File: src/rtl/vga_pkg.sv
// Shared definitions for the VGA timing generator: pattern mode encoding,
// counter widths and named timing sets for common video modes.
package vga_pkg;

    typedef enum logic [1:0] {
        MODE_EXT   = 2'd0,
        MODE_GRAD  = 2'd1,
        MODE_BARS  = 2'd2,
        MODE_BLACK = 2'd3
    } vga_mode_e;

    localparam int PIX_X_W = 11;
    localparam int PIX_Y_W = 10;

    typedef struct packed {
        int h_active;
        int h_fp;
        int h_sync;
        int h_bp;
        int v_active;
        int v_fp;
        int v_sync;
        int v_bp;
    } vga_timing_t;

    localparam vga_timing_t TIMING_800X600_60 = '{
        h_active: 800, h_fp: 40, h_sync: 128, h_bp: 88,
        v_active: 600, v_fp: 1,  v_sync: 4,   v_bp: 23
    };

    localparam vga_timing_t TIMING_640X480_60 = '{
        h_active: 640, h_fp: 16, h_sync: 96, h_bp: 48,
        v_active: 480, v_fp: 10, v_sync: 2,  v_bp: 33
    };

endpackage

File: src/rtl/vga_timing_gen_if.sv
// Pixel-source bus: the generator requests a coordinate, the source
// answers with colour a fixed number of clocks later.
interface vga_timing_gen_if #(
    parameter int COLOR_W = 4
);
    import vga_pkg::*;

    logic               pix_req;
    logic [PIX_X_W-1:0] pix_x;
    logic [PIX_Y_W-1:0] pix_y;
    logic [COLOR_W-1:0] pix_r;
    logic [COLOR_W-1:0] pix_g;
    logic [COLOR_W-1:0] pix_b;

    modport master (
        output pix_req, pix_x, pix_y,
        input  pix_r, pix_g, pix_b
    );

    modport slave (
        input  pix_req, pix_x, pix_y,
        output pix_r, pix_g, pix_b
    );

endinterface

File: src/rtl/vga_delay_line.sv
// Fixed-depth shift register with asynchronous clear to zero; depth 0 is a
// plain wire so callers can instantiate it unconditionally.
module vga_delay_line #(
    parameter int WIDTH = 1,
    parameter int DEPTH = 1
) (
    input  logic             clk,
    input  logic             rst_n,
    input  logic [WIDTH-1:0] d,
    output logic [WIDTH-1:0] q
);

    generate
        if (DEPTH == 0) begin : g_wire
            assign q = d;
        end else begin : g_shift
            for (genvar gi = 0; gi < DEPTH; gi++) begin : g_stage
                logic [WIDTH-1:0] stage_reg;
                if (gi == 0) begin : g_first
                    always_ff @(posedge clk or negedge rst_n) begin
                        if (!rst_n) stage_reg <= '0;
                        else        stage_reg <= d;
                    end
                end else begin : g_next
                    always_ff @(posedge clk or negedge rst_n) begin
                        if (!rst_n) stage_reg <= '0;
                        else        stage_reg <= g_stage[gi-1].stage_reg;
                    end
                end
            end
            assign q = g_stage[DEPTH-1].stage_reg;
        end
    endgenerate

endmodule

File: src/rtl/vga_timing_gen.sv
// VGA raster timing with built-in test patterns or an external pixel source;
// every output is delayed PIX_LAT+1 clocks so it lines up with source data.
module vga_timing_gen
    import vga_pkg::*;
#(
    parameter int H_ACTIVE  = TIMING_800X600_60.h_active,
    parameter int H_FP      = TIMING_800X600_60.h_fp,
    parameter int H_SYNC    = TIMING_800X600_60.h_sync,
    parameter int H_BP      = TIMING_800X600_60.h_bp,
    parameter int V_ACTIVE  = TIMING_800X600_60.v_active,
    parameter int V_FP      = TIMING_800X600_60.v_fp,
    parameter int V_SYNC    = TIMING_800X600_60.v_sync,
    parameter int V_BP      = TIMING_800X600_60.v_bp,
    parameter bit HSYNC_POL = 1'b1,
    parameter bit VSYNC_POL = 1'b1,
    parameter int COLOR_W   = 4,
    parameter int PIX_LAT   = 1
) (
    input  logic                clk,
    input  logic                rst_n,
    input  logic                en,
    input  logic [1:0]          mode,
    vga_timing_gen_if.master    pix,
    output logic                hsync,
    output logic                vsync,
    output logic [COLOR_W-1:0]  red_out,
    output logic [COLOR_W-1:0]  green_out,
    output logic [COLOR_W-1:0]  blue_out,
    output logic                frame_start,
    output logic                line_end
);

    localparam int H_TOTAL  = H_ACTIVE + H_FP + H_SYNC + H_BP;
    localparam int V_TOTAL  = V_ACTIVE + V_FP + V_SYNC + V_BP;
    localparam int BAR_W    = H_ACTIVE / 8;
    localparam int SAMPLE_W = 6 + 3 * COLOR_W;

    logic [PIX_X_W-1:0] x_reg;
    logic [PIX_Y_W-1:0] y_reg;
    logic [2:0]         bar_reg;
    logic [PIX_X_W-1:0] bar_pix_reg;
    vga_mode_e          mode_reg;

    logic last_x, last_y, at_origin, visible, h_raw, v_raw, ext_sel;
    logic [COLOR_W-1:0] int_r, int_g, int_b;
    vga_mode_e          eff_mode;

    assign last_x    = (x_reg == PIX_X_W'(H_TOTAL - 1));
    assign last_y    = (y_reg == PIX_Y_W'(V_TOTAL - 1));
    assign at_origin = (x_reg == '0) && (y_reg == '0);
    assign visible   = (x_reg < PIX_X_W'(H_ACTIVE)) && (y_reg < PIX_Y_W'(V_ACTIVE));
    assign h_raw     = (x_reg >= PIX_X_W'(H_ACTIVE + H_FP)) &&
                       (x_reg <= PIX_X_W'(H_ACTIVE + H_FP + H_SYNC - 1));
    assign v_raw     = (y_reg >= PIX_Y_W'(V_ACTIVE + V_FP)) &&
                       (y_reg <= PIX_Y_W'(V_ACTIVE + V_FP + V_SYNC - 1));

    assign pix.pix_req = en && visible;
    assign pix.pix_x   = x_reg;
    assign pix.pix_y   = y_reg;

    always_ff @(posedge clk or negedge rst_n) begin
        if (!rst_n) begin
            x_reg <= '0;
            y_reg <= '0;
        end else if (!en) begin
            x_reg <= '0;
            y_reg <= '0;
        end else if (last_x) begin
            x_reg <= '0;
            y_reg <= last_y ? '0 : y_reg + 1'b1;
        end else begin
            x_reg <= x_reg + 1'b1;
        end
    end

    // Bar index advances every BAR_W visible pixels, avoiding a divide by H_ACTIVE/8.
    always_ff @(posedge clk or negedge rst_n) begin
        if (!rst_n) begin
            bar_reg     <= '0;
            bar_pix_reg <= '0;
        end else if (!en || last_x) begin
            bar_reg     <= '0;
            bar_pix_reg <= '0;
        end else if (x_reg < PIX_X_W'(H_ACTIVE)) begin
            if (bar_pix_reg == PIX_X_W'(BAR_W - 1)) begin
                bar_pix_reg <= '0;
                bar_reg     <= bar_reg + 1'b1;
            end else begin
                bar_pix_reg <= bar_pix_reg + 1'b1;
            end
        end
    end

    // The origin pixel already uses the newly sampled mode, so a frame is never split.
    assign eff_mode = at_origin ? vga_mode_e'(mode) : mode_reg;

    always_ff @(posedge clk or negedge rst_n) begin
        if (!rst_n)                mode_reg <= MODE_BLACK;
        else if (en && at_origin)  mode_reg <= vga_mode_e'(mode);
    end

    always_comb begin
        int_r   = '0;
        int_g   = '0;
        int_b   = '0;
        ext_sel = 1'b0;
        case (eff_mode)
            MODE_EXT:  ext_sel = 1'b1;
            MODE_GRAD: begin
                int_r = COLOR_W'(y_reg >> 2);
                int_g = COLOR_W'(x_reg >> 2);
                int_b = COLOR_W'(x_reg >> 4);
            end
            MODE_BARS: begin
                int_r = {COLOR_W{~bar_reg[1]}};
                int_g = {COLOR_W{~bar_reg[2]}};
                int_b = {COLOR_W{~bar_reg[0]}};
            end
            default: ;
        endcase
    end

    logic [SAMPLE_W-1:0] sample, delayed;
    logic d_h, d_v, d_fs, d_le, d_vis, d_ext;
    logic [COLOR_W-1:0] d_r, d_g, d_b;

    assign sample = en ? {h_raw, v_raw, at_origin, last_x, visible, ext_sel, int_r, int_g, int_b}
                       : '0;

    vga_delay_line #(
        .WIDTH (SAMPLE_W),
        .DEPTH (PIX_LAT)
    ) u_delay (
        .clk   (clk),
        .rst_n (rst_n),
        .d     (sample),
        .q     (delayed)
    );

    assign {d_h, d_v, d_fs, d_le, d_vis, d_ext, d_r, d_g, d_b} = delayed;

    // External colour arrives exactly when the delayed sample emerges.
    always_ff @(posedge clk or negedge rst_n) begin
        if (!rst_n) begin
            hsync       <= ~HSYNC_POL;
            vsync       <= ~VSYNC_POL;
            red_out     <= '0;
            green_out   <= '0;
            blue_out    <= '0;
            frame_start <= 1'b0;
            line_end    <= 1'b0;
        end else begin
            hsync       <= d_h ? HSYNC_POL : ~HSYNC_POL;
            vsync       <= d_v ? VSYNC_POL : ~VSYNC_POL;
            frame_start <= d_fs;
            line_end    <= d_le;
            if (!d_vis) begin
                red_out   <= '0;
                green_out <= '0;
                blue_out  <= '0;
            end else if (d_ext) begin
                red_out   <= pix.pix_r;
                green_out <= pix.pix_g;
                blue_out  <= pix.pix_b;
            end else begin
                red_out   <= d_r;
                green_out <= d_g;
                blue_out  <= d_b;
            end
        end
    end

endmodule
File: src/flat_wrapper.sv
// flat-port wrapper written by rule: the top's interface ports become plain ports
module vga_timing_gen_flat import vga_pkg::*;
#(
    parameter int H_ACTIVE  = TIMING_800X600_60.h_active,
    parameter int H_FP      = TIMING_800X600_60.h_fp,
    parameter int H_SYNC    = TIMING_800X600_60.h_sync,
    parameter int H_BP      = TIMING_800X600_60.h_bp,
    parameter int V_ACTIVE  = TIMING_800X600_60.v_active,
    parameter int V_FP      = TIMING_800X600_60.v_fp,
    parameter int V_SYNC    = TIMING_800X600_60.v_sync,
    parameter int V_BP      = TIMING_800X600_60.v_bp,
    parameter bit HSYNC_POL = 1'b1,
    parameter bit VSYNC_POL = 1'b1,
    parameter int COLOR_W   = 4,
    parameter int PIX_LAT   = 1
)
  (clk, rst_n, en, mode, hsync, vsync, red_out, green_out, blue_out, frame_start, line_end, pix_pix_req, pix_pix_x, pix_pix_y, pix_pix_r, pix_pix_g, pix_pix_b);
  vga_timing_gen_if #(.COLOR_W(COLOR_W)) pix_i ();
  input  logic clk;
  input  logic rst_n;
  input  logic en;
  input  logic [1:0] mode;
  output logic hsync;
  output logic vsync;
  output logic [COLOR_W-1:0] red_out;
  output logic [COLOR_W-1:0] green_out;
  output logic [COLOR_W-1:0] blue_out;
  output logic frame_start;
  output logic line_end;
  output wire logic [$bits(pix_i.pix_req)-1:0] pix_pix_req;
  output wire logic [$bits(pix_i.pix_x)-1:0] pix_pix_x;
  output wire logic [$bits(pix_i.pix_y)-1:0] pix_pix_y;
  input wire logic [$bits(pix_i.pix_r)-1:0] pix_pix_r;
  input wire logic [$bits(pix_i.pix_g)-1:0] pix_pix_g;
  input wire logic [$bits(pix_i.pix_b)-1:0] pix_pix_b;
  assign pix_pix_req = pix_i.pix_req;
  assign pix_pix_x = pix_i.pix_x;
  assign pix_pix_y = pix_i.pix_y;
  assign pix_i.pix_r = pix_pix_r;
  assign pix_i.pix_g = pix_pix_g;
  assign pix_i.pix_b = pix_pix_b;
  vga_timing_gen #(.H_ACTIVE(H_ACTIVE), .H_FP(H_FP), .H_SYNC(H_SYNC), .H_BP(H_BP), .V_ACTIVE(V_ACTIVE), .V_FP(V_FP), .V_SYNC(V_SYNC), .V_BP(V_BP), .HSYNC_POL(HSYNC_POL), .VSYNC_POL(VSYNC_POL), .COLOR_W(COLOR_W), .PIX_LAT(PIX_LAT)) u_core (.clk(clk), .rst_n(rst_n), .en(en), .mode(mode), .pix(pix_i), .hsync(hsync), .vsync(vsync), .red_out(red_out), .green_out(green_out), .blue_out(blue_out), .frame_start(frame_start), .line_end(line_end));
endmodule
File: config.mk
export PLATFORM = sky130hd
export DESIGN_NAME = vga_timing_gen_flat
export DESIGN_NICKNAME = d
export VERILOG_FILES = /design/src/rtl/vga_pkg.sv /design/src/rtl/vga_timing_gen_if.sv /design/src/rtl/vga_delay_line.sv /design/src/rtl/vga_timing_gen.sv /design/src/flat_wrapper.sv
export SDC_FILE = /design/constraint.sdc
export NUM_CORES = 1
export LEC_CHECK = 0
export BUFFER_PORTS_ARGS = -buffer_cell sky130_fd_sc_hd__buf_2
export CAP_MARGIN = 40
export CORE_ASPECT_RATIO = 0.7
export CORE_MARGIN = 2
export CORE_UTILIZATION = 56
export DETAILED_ROUTE_END_ITERATION = 16
export GPL_TIMING_DRIVEN = 1
export HOLD_SLACK_MARGIN = 0.15
export PLACE_DENSITY = 0.78
export SLEW_MARGIN = 20
export SYNTH_ARGS = -nofsm -noshare
export SYNTH_HDL_FRONTEND = slang
export SYNTH_SLANG_ARGS = --single-unit
export TNS_END_PERCENT = 100
File: constraint.sdc
create_clock -name clk -period 3.7 [get_ports clk]
set_input_delay 0.185 -clock clk [delete_from_list [all_inputs] [get_ports clk]]
set_output_delay 0.185 -clock clk [all_outputs]
set_load 0.03 [all_outputs]
Yosys cells after proc, flatten, opt, wreduce, memory -nomap -nowiden --
Index checks and enable logic that the tools add are counted.
Word-level totals: register bits 71, bits of input ports 17, output and inout bits 38, word-level logic and storage cells 71
Cells by class: add/sub/neg operators 4, magnitude comparators 6, eq/ne operators 6, multiplexer cells 25, bitwise logic cells 3, reductions and logical operators 14
Operators by type and width (count):
- $mux W11 | 5
- $mux W10 | 3
- $mux W4 | 6
- $pmux W4 S2 | 3
- $add A11 B1 Y11 const B | 2
- $mux W18 | 1
- $eq A11 B11 Y1 const B | 1
- $eq A11 B7 Y1 const B | 1
- $ge A11 B10 Y1 const B | 1
- $le A11 B10 Y1 const B | 1
- $logic_not A11 Y1 | 1
- $lt A11 B10 Y1 const B | 1
- $add A10 B1 Y10 const B | 1
- $eq A10 B10 Y1 const B | 1
- $ge A10 B10 Y1 const B | 1
- $le A10 B10 Y1 const B | 1
- $logic_not A10 Y1 | 1
- $lt A10 B10 Y1 const B | 1
- $mux W3 | 3
- $logic_and A1 B1 Y1 | 6
- $reduce_bool A2 Y1 | 2
- $add A3 B1 Y3 const B | 1
- $mux W1 | 3
- $not A1 Y1 | 3
- 8 further kinds | 8

Depth between registers and ports, before layout --
depth in word-level cells 6, depth in mapped cells 10, mapped depth without buffers 9

Modules after synthesis --
From an unflattened synthesis, not the netlist that was laid out.
Unflattened totals: cell total of the unflattened synthesis 351, area total of the unflattened synthesis 3529.6 sq um
By module, submodules not included:
- vga_timing_gen | instances 1, cells an instance 333, area an instance 3079.2 sq um, sequential area each 1328.8 sq um
- vga_delay_line | instances 1, cells an instance 18, area an instance 450.4 sq um, sequential area each 450.4 sq um

Worst setup path before layout --
Ideal clock, no wire load.
path type register -> register, start register u_core.y_reg[1], in the netlist u_core.pix.pix_y[1], end register u_core.u_delay.g_shift.g_stage[0].stage_reg[10], in the netlist u_core.u_delay.q[10], setup time 0.136 ns, arrival time 2.573 ns, data required time 3.564 ns, setup slack 0.990 ns, stages on the path, launching flop included 11, buffers on the path 1, clock period less this slack 2.710 ns, cell sequence dfrtp_1 -> inv_1 -> ha_1 -> nor4b_1 -> nand4_2 -> nor2_1 -> mux2_2 -> ha_1 -> nand2b_1 -> clkbuf_1 -> a21oi_1
Between the ends: longest elaborated chain between the ends 6, elaborated cells between the ends (all ways) 7, classes of those cells eq/ne: 2; mux: 3; reduce/logical: 2
RTL lines:
- start: declaration | RTL line vga_timing_gen.sv:39 | logic [PIX_Y_W-1:0] y_reg;
- start signal: assignment | RTL line vga_timing_gen.sv:70 | y_reg <= last_y ? '0 : y_reg + 1'b1;
- $logic_not A10 Y1 (*) | RTL line vga_timing_gen.sv:50 | assign at_origin = (x_reg == '0) && (y_reg == '0);
- $logic_and A1 B1 Y1 (*) | RTL line vga_timing_gen.sv:50
- $mux W2 (*) | RTL line vga_timing_gen.sv:95 | assign eff_mode = at_origin ? vga_mode_e'(mode) : mode_reg;
- $eq A2 B2 Y1 / $eq A2 B1 Y1 (equally long branches) | RTL line vga_timing_gen.sv:107 | case (eff_mode)
- $pmux W4 S2 (*) | RTL line vga_timing_gen.sv:107
- $mux W18 (*) | RTL line vga_timing_gen.sv:127 | assign sample = en ? {h_raw, v_raw, at_origin, last_x, visible, ext_sel, int_r, int_g, int_b}
- net u_core.sample[10] | RTL line vga_timing_gen.sv:123 | logic [SAMPLE_W-1:0] sample, delayed;
- end signal: assignment | RTL line vga_delay_line.sv:21 | if (!rst_n) stage_reg <= '0;
- end signal: assignment | RTL line vga_delay_line.sv:22 | else stage_reg <= d;
- end: declaration | RTL line vga_delay_line.sv:18 | logic [WIDTH-1:0] stage_reg;
Mark *: on every way through the listed nets, which the timed path passes. The rest lies on a longest branch. A chain may end at the register's enable or synchronous reset.

Worst setup path in the final report --
start register u_core.y_reg[1], in the netlist u_core.pix.pix_y[1], end register u_core.u_delay.g_shift.g_stage[0].stage_reg[11], in the netlist u_core.u_delay.q[11]
Same word-level chain as after synthesis.

==> metrics.md <==
| Metric | Value |
|---|---|
| Pwr dens | around 420 nW/um^2 |
| Ant diodes | 0 |
| Top-count cell post-synth | dfrtp_1 |
| Final hold viol count | 0 |
| Largest register FFs | 18 |
| Post-DP HPWL | slightly above 5 mm |
| Post-synth EDFFs | 0 |
| DRC violations left | 0 |
| FF+latch count, synth | just over 70 |
| CTS clk-pin slew, worst paths | approximately 0.080 ns |
| TritonCTS Buffers | 9 |
| Via density | 5.65 |
| Tmin final | roughly 2.8 ns |
| Routability congestion estimate from global placement | 0.845 |
| Share of cells above drive strength 1 | 0.203 |
| Pre-antenna DRT Iters | 4 |
| Routed len/inst | 15.5 um |
| Synth area leaders | dfrtp_1 49%, mux2i_1 4.3%, ha_1 3.9% |
| Peak VDD IR | 0.266 mV |
| Final setup viols | 0 |
| Yosys cell types | 47 |
| Core Region | ~6000 sq um |
| Syn Inst Count | about 340 |
| Nets | between 400 and 500 |
| Number of antenna violations at the first check in global routing | 0 |
| Avg Inst Size Synth | 10.2 sq um |
| Max_cap viols | 0 |
| Initial Util | 0.571 |
| Syn-to-layout area delta | 20.7% |
| ANT nets after route | 0 |
| Status | finished clean |
| First-pass GRT wire length | between 10 and 15 mm |
| Setup_tns | 0 ns |
| Pins over their slew limit | 0 |
| Gr ovfl total | 0 |
| GRT Total Usage | 0.235 |
| Crit Path Class | reg2reg |
| Core Util, Final | 0.689 |
| Sequential share of the synthesized area | 0.509 |
| Achievable Freq | roughly 350 MHz |
| Top cell type's share of synthesized area | 0.494 |
| Port Buffer Count | 54 |
| Slew of the pin with the lowest slew margin | 0.865 ns |
| Clock Sinks | ~70 |
| Worst EP required | between 3 and 4 ns |
| Async S/R FF share, synth | 1.00 |
| Cell Rows | 24 |
| Worst slew margin | 0.421 |
| Via count | roughly 2,800 |
| # fillers | between 400 and 500 |
| Mapped cell area | 3500 sq um |
| CP Capture Type | register |
| CP Max Fanout | 12 |
| Clk_skew | 0.0121 ns |
| Slack of the worst reg-to-reg path | 0.86 ns |
| Startpoint types | register |
| CTS tree | built |
| CP Data Arrival Time | around 3.1 ns |
| H-tree Lvls | 3 |
| Leakage | 1.96 nW |
| Vias in the first global route | ~2,500 |
| CTS root buffer | clkbuf_8 |
| Die width | 98.4 um |
| Post-synth top area cell | dfrtp_1 |
| Worst min path class | reg2reg |
| Iteration-0 DRC Markers | 210 |
| Number of setup buffers added after CTS | 0 |
| Io pins | 55 |
| Post-synth top cells | 69 x dfrtp_1, 32 x nand2_1, 26 x a21oi_1, 22 x nor2_1, 17 x nand3_1 |
| Post-synth top flop | dfrtp_1 |
| Die Footprint | between 6000 and 7000 sq um |
| Fin crit share | 0.768 |
| Warnings from Yosys | 0 |
| Clock Latency Late Sink | 0.36 ns |
| Chip Height | approximately 70 um |
| RSZ-0062 raised after global routing | no |
| Largest net degree at the start of global routing | 37 |
| Final WL | about 7.7 mm |
| CTS Buffer Depth | 2 |
| Syn Nets | approximately 370 |
-- repair_timing --
item                                   4_1_cts  5_1_grt
hold buffers                                16        0
resized for setup                            0        0
endpoints found under the hold margin       84        0
-- metal layers --
metal	global-route usage	wire length [um]
met5	0	0
met4	0.0502	36
met3	0.0791	452
met2	0.361	3680
met1	0.328	3520
-- power by group --
| group | internal [W] | leakage (nW) | switching (W) | total (W) |
|---|---|---|---|---|
| sequential | 0.000821 | 0.969 | 0.0000282 | 0.000849 |
| clock | 0.000384 | 0.107 | 0.000308 | 0.000692 |
| combinational | 0.0000921 | 0.883 | 0.000131 | 0.000223 |
-- area by class of cell --
cell class / count / area, sq um / area share
Tap cell: 78 / 97.6 / 0.0231
Sequential cell: 71 / 1780 / 0.422
Clock inverter: 6 / 93.8 / 0.0222
Inverter: 11 / 41.3 / 0.00979
Multi-Input combinational cell: 245 / 1600 / 0.379
Clock buffer: 10 / 128 / 0.0303
Timing Repair Buffer: 76 / 480 / 0.114
-- final timing paths --
check                                     start                   end  depth (start not counted)
setup reg to reg            u_core.pix.pix_y[1]  u_core.u_delay.q[11]                          9
max in group asynchronous                 rst_n    u_core.mode_reg[1]                          3
min in group asynchronous                 rst_n   u_core.green_out[0]                          3
hold / removal             u_core.u_delay.q[14]       u_core.line_end                          0
setup / recovery            u_core.pix.pix_y[1]  u_core.u_delay.q[11]                          9
hold reg to reg            u_core.u_delay.q[14]       u_core.line_end                          0
-- placed cells by master (no fill, tap or decap), types with 3 or more instances in the layout --
| cell | count |
|---|---|
| dfrtp_1 | 69 |
| buf_2 | 55 |
| nand2_1 | 32 |
| a21oi_1 | 26 |
| nor2_1 | 22 |
| nand3_1 | 17 |
| dlygate4sd3_1 | 16 |
| mux2i_1 | 15 |
| nor2b_1 | 13 |
| o21ai_0 | 13 |
| inv_1 | 11 |
| ha_1 | 11 |
| xnor2_1 | 9 |
| clkbuf_8 | 9 |
| nand4_1 | 8 |
| nor3_1 | 7 |
| a31oi_1 | 7 |
| nand2b_1 | 6 |
| or3_1 | 5 |
| nor4b_1 | 5 |
| nor4_1 | 5 |
| xor2_1 | 5 |
| and3_1 | 5 |
| buf_4 | 4 |
| and4_1 | 3 |
| and2_1 | 3 |
-- worst max-delay path, stage by stage, from the launching register on --
cell and delay, ns:
dfrtp_1 0.43, inv_1 0.13, ha_1 0.18, nor4b_1 0.31, nand4_2 0.15, nor2_1 0.34, mux2_2 0.39, ha_1 0.28
nand2b_1 0.31, a21oi_1 0.22
-- metrics by stage --
step | power [W] | hold WS (ns) | worst slack [ns] | instance area [sq um] | instances
after floorplan | 0.00100 | -0.111 | 0.990 | 3500 | 344
after CTS | 0.00177 | 0.351 | 0.880 | 4200 | 496
after detailed placement | 0.00107 | 0.264 | 0.936 | 3820 | 464
after global placement | 0.00106 | 0.248 | 1.02 | 3820 | 463
after global routing | 0.00184 | 0.353 | 0.586 | 4220 | 497
final | 0.00176 | 0.351 | 0.858 | 4220 | 497
-- kinds of logic (layout without fill, tap and decap cells) --
kind of cell,Yosys count,after routing,synth area share
AO/OA/AOI/OAI,61,61,0.104
flip-flops,71,71,0.509
multiplexers,19,19,0.0580
AND/OR/NAND/NOR,140,140,0.220
buffers and inverters,28,103,0.0340
adder cells (fa/ha/maj),11,11,0.0394
XOR/XNOR,14,14,0.0351
Note: power is estimated with default switching activity, not from simulation.
